<file path="config.mk">
export PLATFORM = sky130hd
export DESIGN_NAME = thermo_level_ramp
export DESIGN_NICKNAME = d
export VERILOG_FILES = /design/src/rtl/spi_thermo_pkg.sv /design/src/rtl/thermo_expand.sv /design/src/rtl/thermo_level_ramp.sv
export SDC_FILE = /design/constraint.sdc
export NUM_CORES = 1
export LEC_CHECK = 0
export CORE_MARGIN = 2
export CORE_UTILIZATION = 40
export DETAILED_ROUTE_END_ITERATION = 16
export PLACE_DENSITY = 0.74
export SYNTH_ARGS = -nofsm -noshare
export SYNTH_HDL_FRONTEND = slang
export SYNTH_SLANG_ARGS = --single-unit
</file>
<file path="constraint.sdc">
create_clock -name i_clk -period 3.5 [get_ports i_clk]
set_input_delay 0.35 -clock i_clk [delete_from_list [all_inputs] [get_ports i_clk]]
set_output_delay 0.35 -clock i_clk [all_outputs]
set_load 0.02 [all_outputs]
</file>
<file path="src/rtl/spi_thermo_pkg.sv">
// -----------------------------------------------------------------------------
// spi_thermo_pkg
// Shared types and helpers for the thermometer level driver in the SPI
// execution unit.
//   thermo_state_t : controller state (idle / ramping toward a target)
//   sat_level      : clamps a requested level to the thermometer width
// -----------------------------------------------------------------------------
package spi_thermo_pkg;

    typedef enum logic {
        ST_IDLE,
        ST_RAMP
    } thermo_state_t;

    // Requests above the number of thermometer bits would address bits
    // that do not exist, so they are clamped to "all ones".
    function automatic int unsigned sat_level(input int unsigned level,
                                              input int unsigned max_level);
        return (level > max_level) ? max_level : level;
    endfunction

endpackage

</file>
<file path="src/rtl/thermo_expand.sv">
// -----------------------------------------------------------------------------
// thermo_expand
// Combinational binary-to-thermometer expander.
//   level  : binary level, 0..M
//   thermo : M-bit word with bits [level-1:0] set, all others clear
// -----------------------------------------------------------------------------
module thermo_expand #(
    parameter int M = 4,
    localparam int LW = $clog2(M + 1)
) (
    input  logic [LW-1:0] level,
    output logic [M-1:0]  thermo
);

    // Bit i is lit whenever the level is strictly above i.
    always_comb begin
        thermo = '0;
        for (int i = 0; i < M; i++) begin
            thermo[i] = (level > LW'(i));
        end
    end

endmodule

</file>
<file path="src/rtl/thermo_level_ramp.sv">
// -----------------------------------------------------------------------------
// thermo_level_ramp
// Registered, handshaked driver that turns a binary level command into an
// M-bit thermometer word. With RAMP=0 the level jumps straight to the target;
// with RAMP=1 it slews one level per cycle so the enable vector never changes
// by more than one bit at a time. o_done pulses for one cycle on arrival.
//   i_clk     : clock, rising edge
//   i_rst     : synchronous active-high reset
//   i_valid   : command valid, taken when o_ready is high
//   o_ready   : command can be accepted this cycle
//   i_level   : target level, values above M saturate to M
//   o_thermo  : registered thermometer word matching o_level
//   o_level   : current level, binary
//   o_done    : one-cycle pulse when the target is reached
//   o_busy    : ramp in progress
// -----------------------------------------------------------------------------
module thermo_level_ramp
    import spi_thermo_pkg::*;
#(
    parameter int M = 4,
    parameter bit RAMP = 1'b0,
    localparam int LW = $clog2(M + 1)
) (
    input  logic          i_clk,
    input  logic          i_rst,
    input  logic          i_valid,
    output logic          o_ready,
    input  logic [LW-1:0] i_level,
    output logic [M-1:0]  o_thermo,
    output logic [LW-1:0] o_level,
    output logic          o_done,
    output logic          o_busy
);

    thermo_state_t state, state_nxt;
    logic [LW-1:0] level, level_nxt;
    logic [LW-1:0] target, target_nxt;
    logic [LW-1:0] cmd_level;
    logic [LW-1:0] first_step;
    logic [M-1:0]  thermo_q, thermo_nxt;
    logic          done_q, done_nxt;
    logic          ready_q, busy_q;
    logic          accept;

    function automatic logic [LW-1:0] step_toward(input logic [LW-1:0] from,
                                                  input logic [LW-1:0] to);
        return (to > from) ? from + 1'b1 : from - 1'b1;
    endfunction

    assign accept     = i_valid && ready_q;
    assign cmd_level  = LW'(sat_level(32'(i_level), M));
    assign first_step = step_toward(level, cmd_level);

    // Next-state logic. In idle a command either lands immediately (jump
    // mode, zero distance, or a single step) or starts a ramp; in ramp the
    // level walks one step per cycle and the arriving edge returns to idle
    // and raises done.
    always_comb begin
        state_nxt  = state;
        level_nxt  = level;
        target_nxt = target;
        done_nxt   = 1'b0;
        case (state)
            ST_IDLE: begin
                if (accept) begin
                    target_nxt = cmd_level;
                    if (!RAMP || (cmd_level == level)) begin
                        level_nxt = cmd_level;
                        done_nxt  = 1'b1;
                    end else begin
                        level_nxt = first_step;
                        if (first_step == cmd_level) begin
                            done_nxt = 1'b1;
                        end else begin
                            state_nxt = ST_RAMP;
                        end
                    end
                end
            end
            ST_RAMP: begin
                level_nxt = step_toward(level, target);
                if (level_nxt == target) begin
                    done_nxt  = 1'b1;
                    state_nxt = ST_IDLE;
                end
            end
            default: begin
                state_nxt = ST_IDLE;
            end
        endcase
    end

    // The thermometer is expanded from the next level so that it is
    // registered in the same edge as o_level and the two can never disagree.
    thermo_expand #(
        .M(M)
    ) u_expand (
        .level  (level_nxt),
        .thermo (thermo_nxt)
    );

    // State, level, target and handshake flags. Ready and busy are
    // registered from the next state, so ready is low throughout reset and
    // rises on the first edge after reset is released.
    always_ff @(posedge i_clk) begin
        if (i_rst) begin
            state    <= ST_IDLE;
            level    <= '0;
            target   <= '0;
            thermo_q <= '0;
            done_q   <= 1'b0;
            ready_q  <= 1'b0;
            busy_q   <= 1'b0;
        end else begin
            state    <= state_nxt;
            level    <= level_nxt;
            target   <= target_nxt;
            thermo_q <= thermo_nxt;
            done_q   <= done_nxt;
            ready_q  <= (state_nxt == ST_IDLE);
            busy_q   <= (state_nxt == ST_RAMP);
        end
    end

    assign o_ready  = ready_q;
    assign o_busy   = busy_q;
    assign o_level  = level;
    assign o_thermo = thermo_q;
    assign o_done   = done_q;

endmodule

</file>
# Yosys cells after proc, flatten, opt, wreduce, memory -nomap -nowiden
# Index checks and enable logic that the tools add are counted.
classes:
  muxes: 9
  addsub: 2
  reduce_logical: 2
  bitwise: 2
  n_eq_ne: 1
  magnitude_cmp: 6
op_table:
  columns: ["op", "count"]
  rows:
  - ["two-way mux 3 bit", 3]
  - ["greater-than comparator 3 x 1 -> 1 bit, second input constant", 2]
  - ["greater-than comparator 3 x 2 -> 1 bit, second input constant", 2]
  - ["case mux 3 bit (2 select lines)", 1]
  - ["case mux 1 bit (2 select lines)", 2]
  - ["adder 3 x 1 -> 3 bit, second input constant", 1]
  - ["== test 3 bit", 1]
  - ["greater-than comparator 3 bit", 1]
  - ["greater-than comparator 3 bit, second input constant", 1]
  - ["two-way mux 1 bit", 3]
  - ["subtractor 3 x 1 -> 3 bit, second input constant", 1]
  - ["inverter 1 bit", 2]
  - ["AND reduction 2 bit", 1]
  - ["logical AND 1 bit", 1]
word_totals:
  reg_bits: 13
  word_cells: 28

# Depth between registers and ports, before layout
# Gate-level depths: netlist (run 1).
depth:
  ltp_word: 6
  ltp_mapped: 11
  mapped_depth_nobuf: 11

# By module
# From an unflattened synthesis (run 1), not the netlist that was laid out.
unflattened:
  hier_cells: 70
  hier_area_um2: 646.9
modules_own_cells:
  columns: ["module", "seq_area_each_um2", "area_each_um2", "cells_each", "n_inst"]
  rows:
  - ["thermo_level_ramp", 260.2, 621.8, 66, 1]
  - ["thermo_expand", 0.0, 25.0, 4, 1]

# Worst setup path before layout (run 1)
# Ideal clock, no wire load.
synth_timing:
  kind: "register to register"
  from: "register level[2] (netlist: o_level[2])"
  to: "register thermo_q[0] (netlist: o_thermo[0])"
  setup_slack_ns: 0.918
  arrival_time_ns: 2.520
  path_stages_with_launch: 11
  required_time_ns: 3.438
  setup_time_ns: 0.062
  period_less_slack_ns: 2.582
  path_cell_list: "dfxtp_1 -> inv_1 -> ha_1 -> nand3_1 -> o21a_1 -> nand2_1 -> fa_1 -> xnor2_1 -> or3_1 -> a311o_1 -> nand3_1"
synth_via:
  elab_chain_len: 4
  elab_cells_between_ends: 7
  classes_between: "add/sub (2); order compare (2); mux (3)"
synth_rtl:
  columns: ["element", "line", "source"]
  rows:
  - ["start, declared", "thermo_level_ramp.sv:36", "logic [LW-1:0] level, level_nxt;"]
  - ["start signal, assigned", "thermo_level_ramp.sv:116", "level <= level_nxt;"]
  - ["subtractor 3 x 1 -> 3 bit, or another cell as far along", "thermo_level_ramp.sv:47", "return (to > from) ? from + 1'b1 : from - 1'b1;"]
  - ["two-way mux 3 bit", "thermo_level_ramp.sv:47", null]
  - ["case mux 3 bit (2 select lines) (*)", "thermo_level_ramp.sv:63", "case (state)"]
  - ["greater-than comparator 3 x 1 -> 1 bit (*)", "thermo_expand.sv:19", "thermo[i] = (level > LW'(i));"]
  - ["end signal, assigned", "thermo_level_ramp.sv:118", "thermo_q <= thermo_nxt;"]
  - ["end, declared", "thermo_level_ramp.sv:40", "logic [M-1:0] thermo_q, thermo_nxt;"]
# Mark *: on every way between the ends. The rest lies on a longest branch, timed or not.
# A chain may end at the register's enable or synchronous reset.

# Worst setup path in the final report (run 1)
layout_timing:
  from: "register level[2] (netlist: o_level[2])"
  to: "register done_q (netlist: o_done)"
layout_via:
  elab_chain_len: 5
  elab_cells_between_ends: 7
  classes_between: "add/sub (2); order compare (1); eq/ne (1); mux (3)"
layout_rtl:
  columns: ["element", "line", "source"]
  rows:
  - ["subtractor 3 x 1 -> 3 bit, or another cell as far along", "thermo_level_ramp.sv:47", null]
  - ["two-way mux 3 bit (*)", "thermo_level_ramp.sv:47", null]
  - ["== test 3 bit (*)", "thermo_level_ramp.sv:82", "if (level_nxt == target) begin"]
  - ["two-way mux 1 bit (*)", "thermo_level_ramp.sv:82", null]
  - ["case mux 1 bit (2 select lines) (*)", "thermo_level_ramp.sv:63", null]
  - ["end signal, assigned", "thermo_level_ramp.sv:119", "done_q <= done_nxt;"]
  - ["end, declared", "thermo_level_ramp.sv:41", "logic done_q, done_nxt;"]
# Marks and branches as above.

==> flow_summary.ini, run 1 <==
[outcome]
status = completed

[clock_network]
root_buffer = clkbuf_4
cts_resized = 0
cts.clk_slew.worst_paths_ps = 80
cts_tree = done
cts_hold_buffers = 0
cts.path.max_buffers = 2
cts_made_buffers = 3
clock-sinks = 13
post-cts-setup-buffers = 0
h-tree-depth = 1
insertion_delay_ps = 280

[route]
drc = 0
wl_per_cell_um = 13.0
antenna_left = 0
vias = 545
drt_first_pass_iters = 4
via_per_inst = 5.29
drt_iter0_markers = 5
drt_wl_total_um = 1340

[pwr]
power-per-cell-area_mw_per_mm2 = 377
finalPower_uw = 316
p_seq_frac = 0.503
p_int_uw = 230
p_clk_frac = 0.292
power_frac_comb = 0.205
p_leak_nw = 0.334
net-switching-power_uw = 85.4
netSwitchingFraction = 0.270
ir_drop_uv = 269

[placement]
place_congestion = 0.822
dpl.hpwl_um = 1050
place_ws_ps = 900
io_buffers = 15
post_dp_cell_area_um2 = 811

[synth]
synth.top_cells.by_area = dfxtp_1 (40%), ha_1 (5.8%), a21oi_1 (4.6%)
syn_nets = 80
yosysSeqAreaShare = 0.402
synth_edf_count = 0
netlist_instances = 70
yosys_warnings = 0
synthesis.area_um2 = 648
ys_ff_latch = 13
synth_top_area_frac = 0.402
ys_types = 30
post_synth.cell_area_avg_um2 = 9.26
synth_async_sr_flop_share = 0
synth_ff_type = dfxtp_1
synth.largest_area_cell = dfxtp_1

[worst_setup_path]
setup.worst_path.start_class = register
critPathRequiredTime_ps = 3690
ff2ff_setup_slack_ps = 830
cp.arrival_ps = 2860
critPathTopFamily = adder cells
cp_max_fo = 4
worstSetupPathType = register to register
cp-end-kind = register
path_cells = inv_1, ha_1, nand3_1, o21a_1, nand2_1, fa_1, xnor2_1, xor2_1, and3_1, o21ai_0, a211oi_1
slowest_stage = dfxtp_1
reg2regPathDepth = 11
worstReg2RegEnd = o_done$_SDFF_PP0_
timing.rr.start = o_level[2]$_SDFF_PP0_
path_buf_inv = 1
cpPeakStageDelay_ps = 390

[min_path]
min_to = target[0]$_SDFFE_PP0P_
hp-class = register to register
worstHoldStart = target[0]$_SDFFE_PP0P_
hold_depth = 2

[sta]
hold_slack_ps = 491
min_period_over_period = 0.763
slew_headroom = 0.679
skew_ps = 8.38
setup_tns_ps = 0
rsz0062_at_grt = no
fin_crit_ps = 2670
fmax_mhz = 374
tightest_slew_ps = 477
setup_ws_ps = 830
drv_slew = 0
finalSetupViolCount = 0
hold_viol = 0

[cells_and_area]
num_antenna_cells = 0
fill_cells = 143
nets = 98
layout-drive-gt1-share = 0.103
final_common_cell = clkdlybuf4s50_1
final_cell_mix = clkdlybuf4s50_1 (15), dfxtp_1 (13), inv_1 (7)
syn2layout_area_growth_pct = 29.2
final_area_um2 = 837

[global_route]
grt_overflow = 0
grt_pass1_wl_um = 2300
grt_start_max_net_pins = 16
grt_pass1_vias = 535
antenna_found_initial = 0
grt_usage = 0.167

[floorplan]
rows = 14
die_h_um = 44.3
die_area_mm2 = 0.00196
dieWidth_um = 44.3
io_pins = 16
core_area_mm2 = 0.00151
initial_core_util = 0.430

[run]
drv_cap = 0
## Yosys cell counts (2+ instances only)
cell / n
dfxtp_1: 13
nand3_1: 2
ha_1: 3
o21ai_2: 2
nand2_1: 3
o21ai_0: 5
a21oi_1: 6
inv_1: 7
and3_1: 2
clkbuf_1: 2
a211oi_1: 3
xor2_1: 2
nor2_1: 3
## power by group through the flow
stage                     combinational [mW]  sequential, mW  clock (mW)
after floorplan                       0.0347           0.168           0
after global placement                0.0626           0.162           0
after detailed placement              0.0642           0.162           0
after CTS                             0.0647           0.159      0.0957
after global routing                  0.0714           0.160       0.102
final                                 0.0647           0.159      0.0922
## flip-flops by register name, indices dropped and copies added, names as in the netlist
signal and cells:
target 3, o_done 1, o_ready 1, o_thermo 4
o_level 3, o_busy 1
## cell type report
cell class                      instances  area (µm²)  area share
Inverter                                8        30.0      0.0359
Sequential cell                        13         260       0.311
Multi-Input combinational cell         47         350       0.419
Clock buffer                            4        26.3      0.0314
Timing Repair Buffer                   15         150       0.179
Tap cell                               16        20.0      0.0239
## metal layers
layer,vias up,global-route usage,wire length (µm),share of wire
met2,7,0.274,632,0.47
met4,0,0.109,33,0.025
met3,4,0.0367,28,0.021
met1,253,0.195,648,0.48
met5,-,0,0,0
li1,281,-,-,-
## logic make-up after synthesis
| kind of cell | synth area share |
|---|---|
| buf+inv | 0.0579 |
| mux | 0.0154 |
| simple gates | 0.160 |
| fa+ha+maj | 0.0888 |
| compound gates | 0.236 |
| xor+xnor | 0.0405 |
| flops | 0.402 |
## metrics by stage
step / std cells / util
after floorplan: 70 / -
after CTS: 103 / 0.556
after detailed placement: 99 / 0.538
after global placement: 99 / 0.538
after global routing: 103 / 0.556
final: 103 / 0.556
## worst reg2reg max path, delay by kind of cell (launching register included)
family                   cells  cell delay (ps)
buffers and inverters        1               60
AO/OA/AOI/OAI                3              560
AND/OR/NAND/NOR              3              390
XOR/XNOR                     2              470
adder cells (fa/ha/maj)      2              700
flip-flops                   1              390
## worst max path at each step
stage	cells after the start	endpoint	slack, ps	start
after CTS	11	o_done$_SDFF_PP0_	850	o_level[2]$_SDFF_PP0_
after detailed placement	11	o_done$_SDFF_PP0_	900	o_level[1]$_SDFF_PP0_
after global routing	11	o_done$_SDFF_PP0_	550	o_level[2]$_SDFF_PP0_
after global placement	10	o_thermo[0]$_SDFF_PP0_	940	o_level[2]$_SDFF_PP0_
after floorplan	10	o_thermo[0]$_SDFF_PP0_	920	o_level[2]$_SDFF_PP0_
final	11	o_done$_SDFF_PP0_	830	o_level[2]$_SDFF_PP0_
(Power assumes the default switching activity.)
==> run 2, diff against run 1 <==
clock period = 2.6 ns   (was 3.5 ns; I/O delays follow)
==> flow_summary.ini, run 2 (synthesis results as in run 1) <==
[placement]
io_buffers = 15
place_ws_ps = -26.3
place_congestion = 0.903
dpl.hpwl_um = 1110

[worst_setup_path]
critPathRequiredTime_ps = 2790
setup.worst_path.start_class = register
cp.arrival_ps = 2700
cp-end-kind = register
path_cells = inv_1, ha_4, nand3_2, o21a_1, nand2_2, fa_2, xnor2_4, xor2_1, and3_1, o21ai_0, buf_4, a211oi_2
slowest_stage = fa_2
cp_max_fo = 3
worstSetupPathType = register to register
cpPeakStageDelay_ps = 400

[pwr]
netSwitchingFraction = 0.274
p_leak_nw = 0.376
p_seq_frac = 0.475
finalPower_uw = 449
net-switching-power_uw = 123
p_int_uw = 326
power-per-cell-area_mw_per_mm2 = 468
ir_drop_uv = 258
power_frac_comb = 0.253
p_clk_frac = 0.272

[cells_and_area]
layout-drive-gt1-share = 0.290
final_common_cell = clkdlybuf4s50_1
largest_register_ffs = 4
nets = 104
final_cell_mix = clkdlybuf4s50_1 (15), dfxtp_1 (9), inv_1 (7)
utilization = 0.636
num_antenna_cells = 0
syn2layout_area_growth_pct = 47.9

[route]
vias = 588
drt_iter0_markers = 15
wl_per_cell_um = 14.1
via_per_inst = 5.39
wl_met1_um = 640
drt_first_pass_iters = 4
wl_met3_um = 65
route.top_layer_used = met4
antenna_left = 0
drc = 0
dr_wl_met2_um = 814
drt_wl_total_um = 1540

[sta]
skew_ps = 7.55
drv_slew = 0
hold_slack_ps = 489
fin_crit_ps = 2500
fmax_mhz = 400
finalSetupViolCount = 0
hold_viol = 0
tightest_slew_ps = 463
setup_ws_ps = 99.1
min_period_over_period = 0.962
slew_headroom = 0.691

[clock_network]
insertion_delay_ps = 270
root_buffer = clkbuf_4
cts_tree = done
cts.clk_slew.worst_paths_ps = 80
h-tree-depth = 1
cts_made_buffers = 3
clock-sinks = 13
cts.path.max_buffers = 2

[floorplan]
core_area_mm2 = 0.00151
die_area_mm2 = 0.00196
dieWidth_um = 44.3
initial_core_util = 0.430
io_pins = 16
rows = 14
die_h_um = 44.3

[global_route]
grt_usage = 0.178
grt_pass1_wl_um = 2520
grt_start_max_net_pins = 16
grt_pass1_vias = 585
antenna_found_initial = 0
grt_overflow = 0

[outcome]
status = completed

[min_path]
hp-class = register to register

[run]
drv_cap = 0
==> run 2: cell types whose count changed in the layout (fill, tap and decap cells not counted), sizes merged <==
| cell | change |
|---|---|
| buf | +6 |
==> run 2: repair_timing <==
item / 4_1_cts / 5_1_grt
resized for setup: 2 / 11
setup buffers: 1 / 0
hold buffers: 0 / 0
setup endpoints to repair: 1 / 8
endpoints found under the hold margin: 0 / 0
pin swaps: 2 / 3
==> run 2: final cells by class <==
cell class              instances  area, µm²
fillers                       134        548
flip-flops and latches         13        265
clock buffers                   4       26.3
inverters                       8       30.0
multi-input cells              47        422
repair buffers                 21        195
well taps                      16       20.0
==> run 2: worst paths after layout <==
check	from	to	slack, ps	cells past startpoint
setup / recovery	o_level[1]$_SDFF_PP0_	o_done$_SDFF_PP0_	100	12
hold reg to reg	target[0]$_SDFFE_PP0P_	target[0]$_SDFFE_PP0P_	490	2
hold / removal	target[0]$_SDFFE_PP0P_	target[0]$_SDFFE_PP0P_	490	2
setup reg to reg	o_level[1]$_SDFF_PP0_	o_done$_SDFF_PP0_	100	12
==> run 2: worst max-delay path: cells and delay by family (launching register included) <==
kind	cells	cell delay, ps
compound gates	3	470
xor+xnor	2	410
fa+ha+maj	2	640
buf+inv	2	210
flops	1	330
simple gates	3	360
==> run 2: routing by layer <==
metal	vias to the layer above	global-route usage
met2	19	0.297
met3	2	0.0163
li1	296	-
met1	271	0.217
met4	0	0.115
met5	-	0
==> run 2: power by group through the flow <==
| stage | Combinational (mW) | Clock, mW | Sequential [mW] |
|---|---|---|---|
| 2_1_floorplan | 0.0467 | 0 | 0.226 |
| 3_3_place_gp | 0.0918 | 0 | 0.217 |
| 3_5_place_dp | 0.0951 | 0 | 0.217 |
| 4_1_cts | 0.101 | 0.127 | 0.212 |
| 5_1_grt | 0.124 | 0.133 | 0.214 |
| 6_report | 0.113 | 0.122 | 0.213 |
==> run 2: through the flow <==
| stage | std cells | cell area [µm²] | TNS, ps |
|---|---|---|---|
| final | 109 | 958 | 0 |
| after global routing | 109 | 958 | -45.0 |
| after CTS | 109 | 892 | 0 |
| after detailed placement | 104 | 848 | -26.3 |
| after global placement | 104 | 848 | 0 |
| after floorplan | 70 | 648 | 0 |
==> run 3, diff against run 2 <==
SYNTH_HIERARCHICAL = 1   (was not set)
==> flow_summary.ini, run 3 <==
[floorplan]
die_area_mm2 = 0.00195
io_pins = 16
rows = 14
dieWidth_um = 44.2
core_area_mm2 = 0.00151
die_h_um = 44.2
initial_core_util = 0.429

[outcome]
status = completed

[worst_setup_path]
cp_max_fo = 3
timing.rr.start = o_level[1]$_SDFF_PP0_
critPathRequiredTime_ps = 2770
crit_start = o_level[1]$_SDFF_PP0_
setup.worst_path.start_class = register
cp-end-kind = register
worstReg2RegEnd = o_busy$_SDFF_PP0_
ff2ff_setup_slack_ps = 30
cp.arrival_ps = 2740
reg2regPathDepth = 11
worstSetupPathType = register to register

[cells_and_area]
layout-drive-gt1-share = 0.351
final_area_um2 = 980
multi_input_area_um2 = 430
syn2layout_area_growth_pct = 51.5
nets = 105
num_antenna_cells = 0
final_common_cell = clkdlybuf4s50_1
final_cell_mix = clkdlybuf4s50_1 (15), buf_4 (8), nor2b_1 (7), dfxtp_1 (7)
fill_cells = 114
regArea_um2 = 278
largest_register_ffs = 4

[synth]
netlist_instances = 70
synth_edf_count = 0
yosysMostFrequentCell = dfxtp_1
ys_ff_latch = 13
syn_nets = 80
synth_async_sr_flop_share = 0
synth.top_cells.by_area = dfxtp_1 (40%), nor2b_1 (7.7%), ha_1 (5.8%)
synth_ff_type = dfxtp_1
synth_top_area_frac = 0.402
yosysSeqAreaShare = 0.402
post_synth.cell_area_avg_um2 = 9.24
synth.largest_area_cell = dfxtp_1
synthesis.area_um2 = 647
ys_types = 25
yosys_warnings = 6
synth.top_cells.by_count = dfxtp_1 (13), nor2b_1 (8), a21oi_1 (6), o21ai_0 (6), nand2_1 (5)

[clock_network]
root_buffer = clkbuf_4
cts_tree = done
h-tree-depth = 1
cts_made_buffers = 3
insertion_delay_ps = 270
cts.clk_slew.worst_paths_ps = 80
cts.path.max_buffers = 2
clock-sinks = 13
cts_hold_buffers = 0

[global_route]
grt_start_max_net_pins = 16
grt_overflow = 0
grt_pass1_wl_um = 2500
grt_usage = 0.175
grt_pass1_vias = 564
antenna_found_initial = 0

[sta]
slew_headroom = 0.657
skew_ps = 4.98
tightest_slew_ps = 514
min_period_over_period = 0.989
fin_crit_ps = 2570
setup_tns_ps = 0
finalSetupViolCount = 0
hold_viol = 0
fmax_mhz = 389
drv_slew = 0

[min_path]
hold_depth = 2
min_to = target[0]$_SDFFE_PP0P_
hp-class = register to register
worstHoldStart = target[0]$_SDFFE_PP0P_

[route]
drt_iter0_markers = 24
wl_per_cell_um = 13.9
drt_first_pass_iters = 4
vias = 586
via_per_inst = 5.33
antenna_left = 0
drt_wl_total_um = 1530
drc = 0

[pwr]
ir_drop_uv = 332
p_leak_nw = 0.378
power-per-cell-area_mw_per_mm2 = 470

[placement]
io_buffers = 15
place_congestion = 0.809
post_dp_cell_area_um2 = 880

[run]
drv_cap = 0
-- run 3: worst max-delay path by stage --
stage               cells after the start  slack [ps]                     end
finish                                 11          30       o_busy$_SDFF_PP0_
global placement                       11         -50       o_busy$_SDFF_PP0_
floorplan                              11           5       o_busy$_SDFF_PP0_
detailed placement                     11         -60       o_done$_SDFF_PP0_
CTS                                    10           9       o_busy$_SDFF_PP0_
global route                           12         -10  o_thermo[1]$_SDFF_PP0_
-- run 3: cells by family after synthesis --
group                      after synthesis  synth area share
and+or+nand+nor                         21             0.182
AOI/OAI and AO/OA                       18             0.174
DFF                                     13             0.402
buffers and inverters                    7            0.0406
xor gates and xnor gates                 4            0.0658
adders and majority gates                4            0.0890
muxes                                    3            0.0464
-- run 3: repair_timing --
item | 4_1_cts | 5_1_grt
resized for setup | 6 | 7
pin swaps | 6 | 9
setup endpoints to repair | 5 | 6
setup buffers | 1 | 1
-- run 3: report_power, final --
part	leakage [nW]	internal, mW	switching [mW]
clock	0.0150	0.0593	0.0645
combinational	0.253	0.0687	0.0575
sequential	0.110	0.205	0.00520
-- run 3: cell type report --
type,count,share of cell area
Tap cell,16,0.0204
Inverter,4,0.0153
Clock buffer,4,0.0268
Multi-Input combinational cell,50,0.439
Sequential cell,13,0.284
Timing Repair Buffer,23,0.215
-- run 3: worst max-delay path, stage by stage, from the launching register on --
cell and delay [ps]:
dfxtp_4 350, inv_2 40, ha_4 250, nand3_2 60, o21ai_2 70, or2_4 240
fa_2 380, xnor2_2 160, xnor2_1 150, or3_1 310, a211o_1 300, and3b_1 170
-- run 3: metal layers --
metal / up-vias / routed length (µm) / global-route usage
met5: - / 0 / 0
met4: 0 / 9 / 0.0909
met2: 35 / 754 / 0.279
met3: 2 / 118 / 0.0367
li1: 286 / - / -
met1: 263 / 644 / 0.223
-- run 3: per-stage QoR --
step	utilization	worst slack (ps)	power, mW	instances	hold WS [ps]
3_5_place_dp	0.584	-63.8	0.319	104	473
4_1_cts	0.627	8.61	0.449	109	488
5_1_grt	0.650	-13.1	0.485	110	557
3_3_place_gp	0.584	-46.2	0.318	104	469
2_1_floorplan	-	5.04	0.279	70	332
6_report	0.650	27.6	0.460	110	515
==> variant: new RTL, config.mk and constraints of run 2 <==
The parameter `RAMP` goes from 1'b0 to 1'b1.
--- a/src/rtl/thermo_level_ramp.sv
+++ b/src/rtl/thermo_level_ramp.sv
@@ -18,7 +18,7 @@
     import spi_thermo_pkg::*;
 #(
     parameter int M = 4,
-    parameter bit RAMP = 1'b0,
+    parameter bit RAMP = 1'b1,
     localparam int LW = $clog2(M + 1)
 ) (
     input  logic          i_clk,
Formal check against the unedited RTL: not equivalent (a bounded check fails within 4 cycles, from zero or initial values and one cycle with i_rst high).
==> variant against run 2 <==
  * Routed wire length rose by 40%
  * Final area rose by 23%
  * Power rose to 3.0 times the old value
  * Sequential cell count did not move
  * Die area rose by 42%
  * Synthesized area rose by 47%
  * Sequential share of layout area fell by 5.5 points
  * Critical path depth fell by 4
  * Setup slack improved by 0.15 ns
  * Non-clock buffer count fell by 2
  * Synthesized cell count rose by 61%
  * Critical endpoint is now o_thermo[0]
==> variant: results (changes against run 2) <==
* Status: complete, no violations (unchanged)
* DP Cell Count at 156 (was 104)
* First DRT Iteration DRCs at 17 (was 15)
* Placement Cell Area at 0.00115 sq mm (was 848 sq um)
* Slowest CP cell: a2111oi_4 (was fa_2)
* PD cells at 1130 mW/mm^2 (was 468 mW/mm^2)
* GRT Total Usage at 0.176 (was 0.178)
* M2 GR Usage at 0.329 (was 0.297)
* Met2 WL at 1.11 mm (was 814 microns)
* Top cells by area, synth: dfxtp_1, ha_1, inv_1 (was dfxtp_1, ha_1, a21oi_1)
* Peak supply drop at 568 uV (was 258 uV)
* DP HPWL at 1.77 mm (was 1.11 mm)
* Routing usage on met3 at 0.0343 (was 0.0163)
* Mux share of post-synthesis cell area at 0.0105 (was 0.0154)
* Compound-Gate Fraction of Synth Area at 0.243 (was 0.236)
* Largest net degree at the start of global routing at 13 (was 16)
* Worst Path Arrival at 2.54 ns (was 2.70 ns)
* WL final at 2.15 mm (was 1.54 mm)
* Synth cell count leaders: inv_1, dfxtp_1, nand2_1, nor2_1, ha_1 (was dfxtp_1, inv_1, a21oi_1, o21ai_0)
* Top cell family by delay on the critical path: compound AO/OA/AOI/OAI gates (was adder cells)
* Max incr delay on CP at 0.47 ns (was 0.40 ns)
* Post-synthesis adder-cell area fraction at 0.0921 (was 0.0888)
* Pre-CTS setup slack at -0.0172 ns (was -0.0263 ns)
* Post-CTS setup buffers at 0 (was 1)
* Share of cells above drive strength 1 at 0.0985 (was 0.290)
* Sequential share of the synthesized area at 0.274 (was 0.402)
* Leakage power at 0.497 nW (was 0.376 nW)
* Rel. slew slack at 0.693 (was 0.691)
* Critical Path Fanout Max at 5 (was 3)
* Cells after Synth at 113 (was 70)
* M1 GR Usage at 0.204 (was 0.217)
* Post-synthesis xor/xnor area fraction at 0.0882 (was 0.0405)
* Distinct cells, synth at 43 (was 30)
* Vias in the first global route at 879 (was 585)
* Synth Net Count at 126 (was 80)
-- variant: cell count changes after synthesis, moves of 3 or more --
cell             run 2  this run
nor2_1               3         8
ha_1                 3         7
nand2_1              3        13
nor4b_1              0         3
xnor2_1              1         5
inv_1                7        14
a221oi_1             0         3
o21ai_0              5         2
-- variant: power by group --
group          internal, mW  switching (mW)
sequential            0.253          0.0478
combinational         0.435           0.476
clock                0.0593          0.0606
-- variant: path summary, 6_finish.rpt --
path              start          end  slack, ns  cells after the start
max reg2reg  o_level[2]  o_thermo[0]       0.28                      8
min reg2reg   target[2]    target[2]       0.49                      2
max          i_level[2]  o_thermo[0]       0.25                      8
min           target[2]    target[2]       0.49                      2
-- variant: layout make-up --
| class | instances | area share |
|---|---|---|
| Inverter | 14 | 0.0447 |
| Sequential cell | 13 | 0.221 |
| Clock buffer | 4 | 0.0223 |
| Timing Repair Buffer | 19 | 0.153 |
| Multi-Input combinational cell | 82 | 0.529 |
| Tap cell | 28 | 0.0298 |
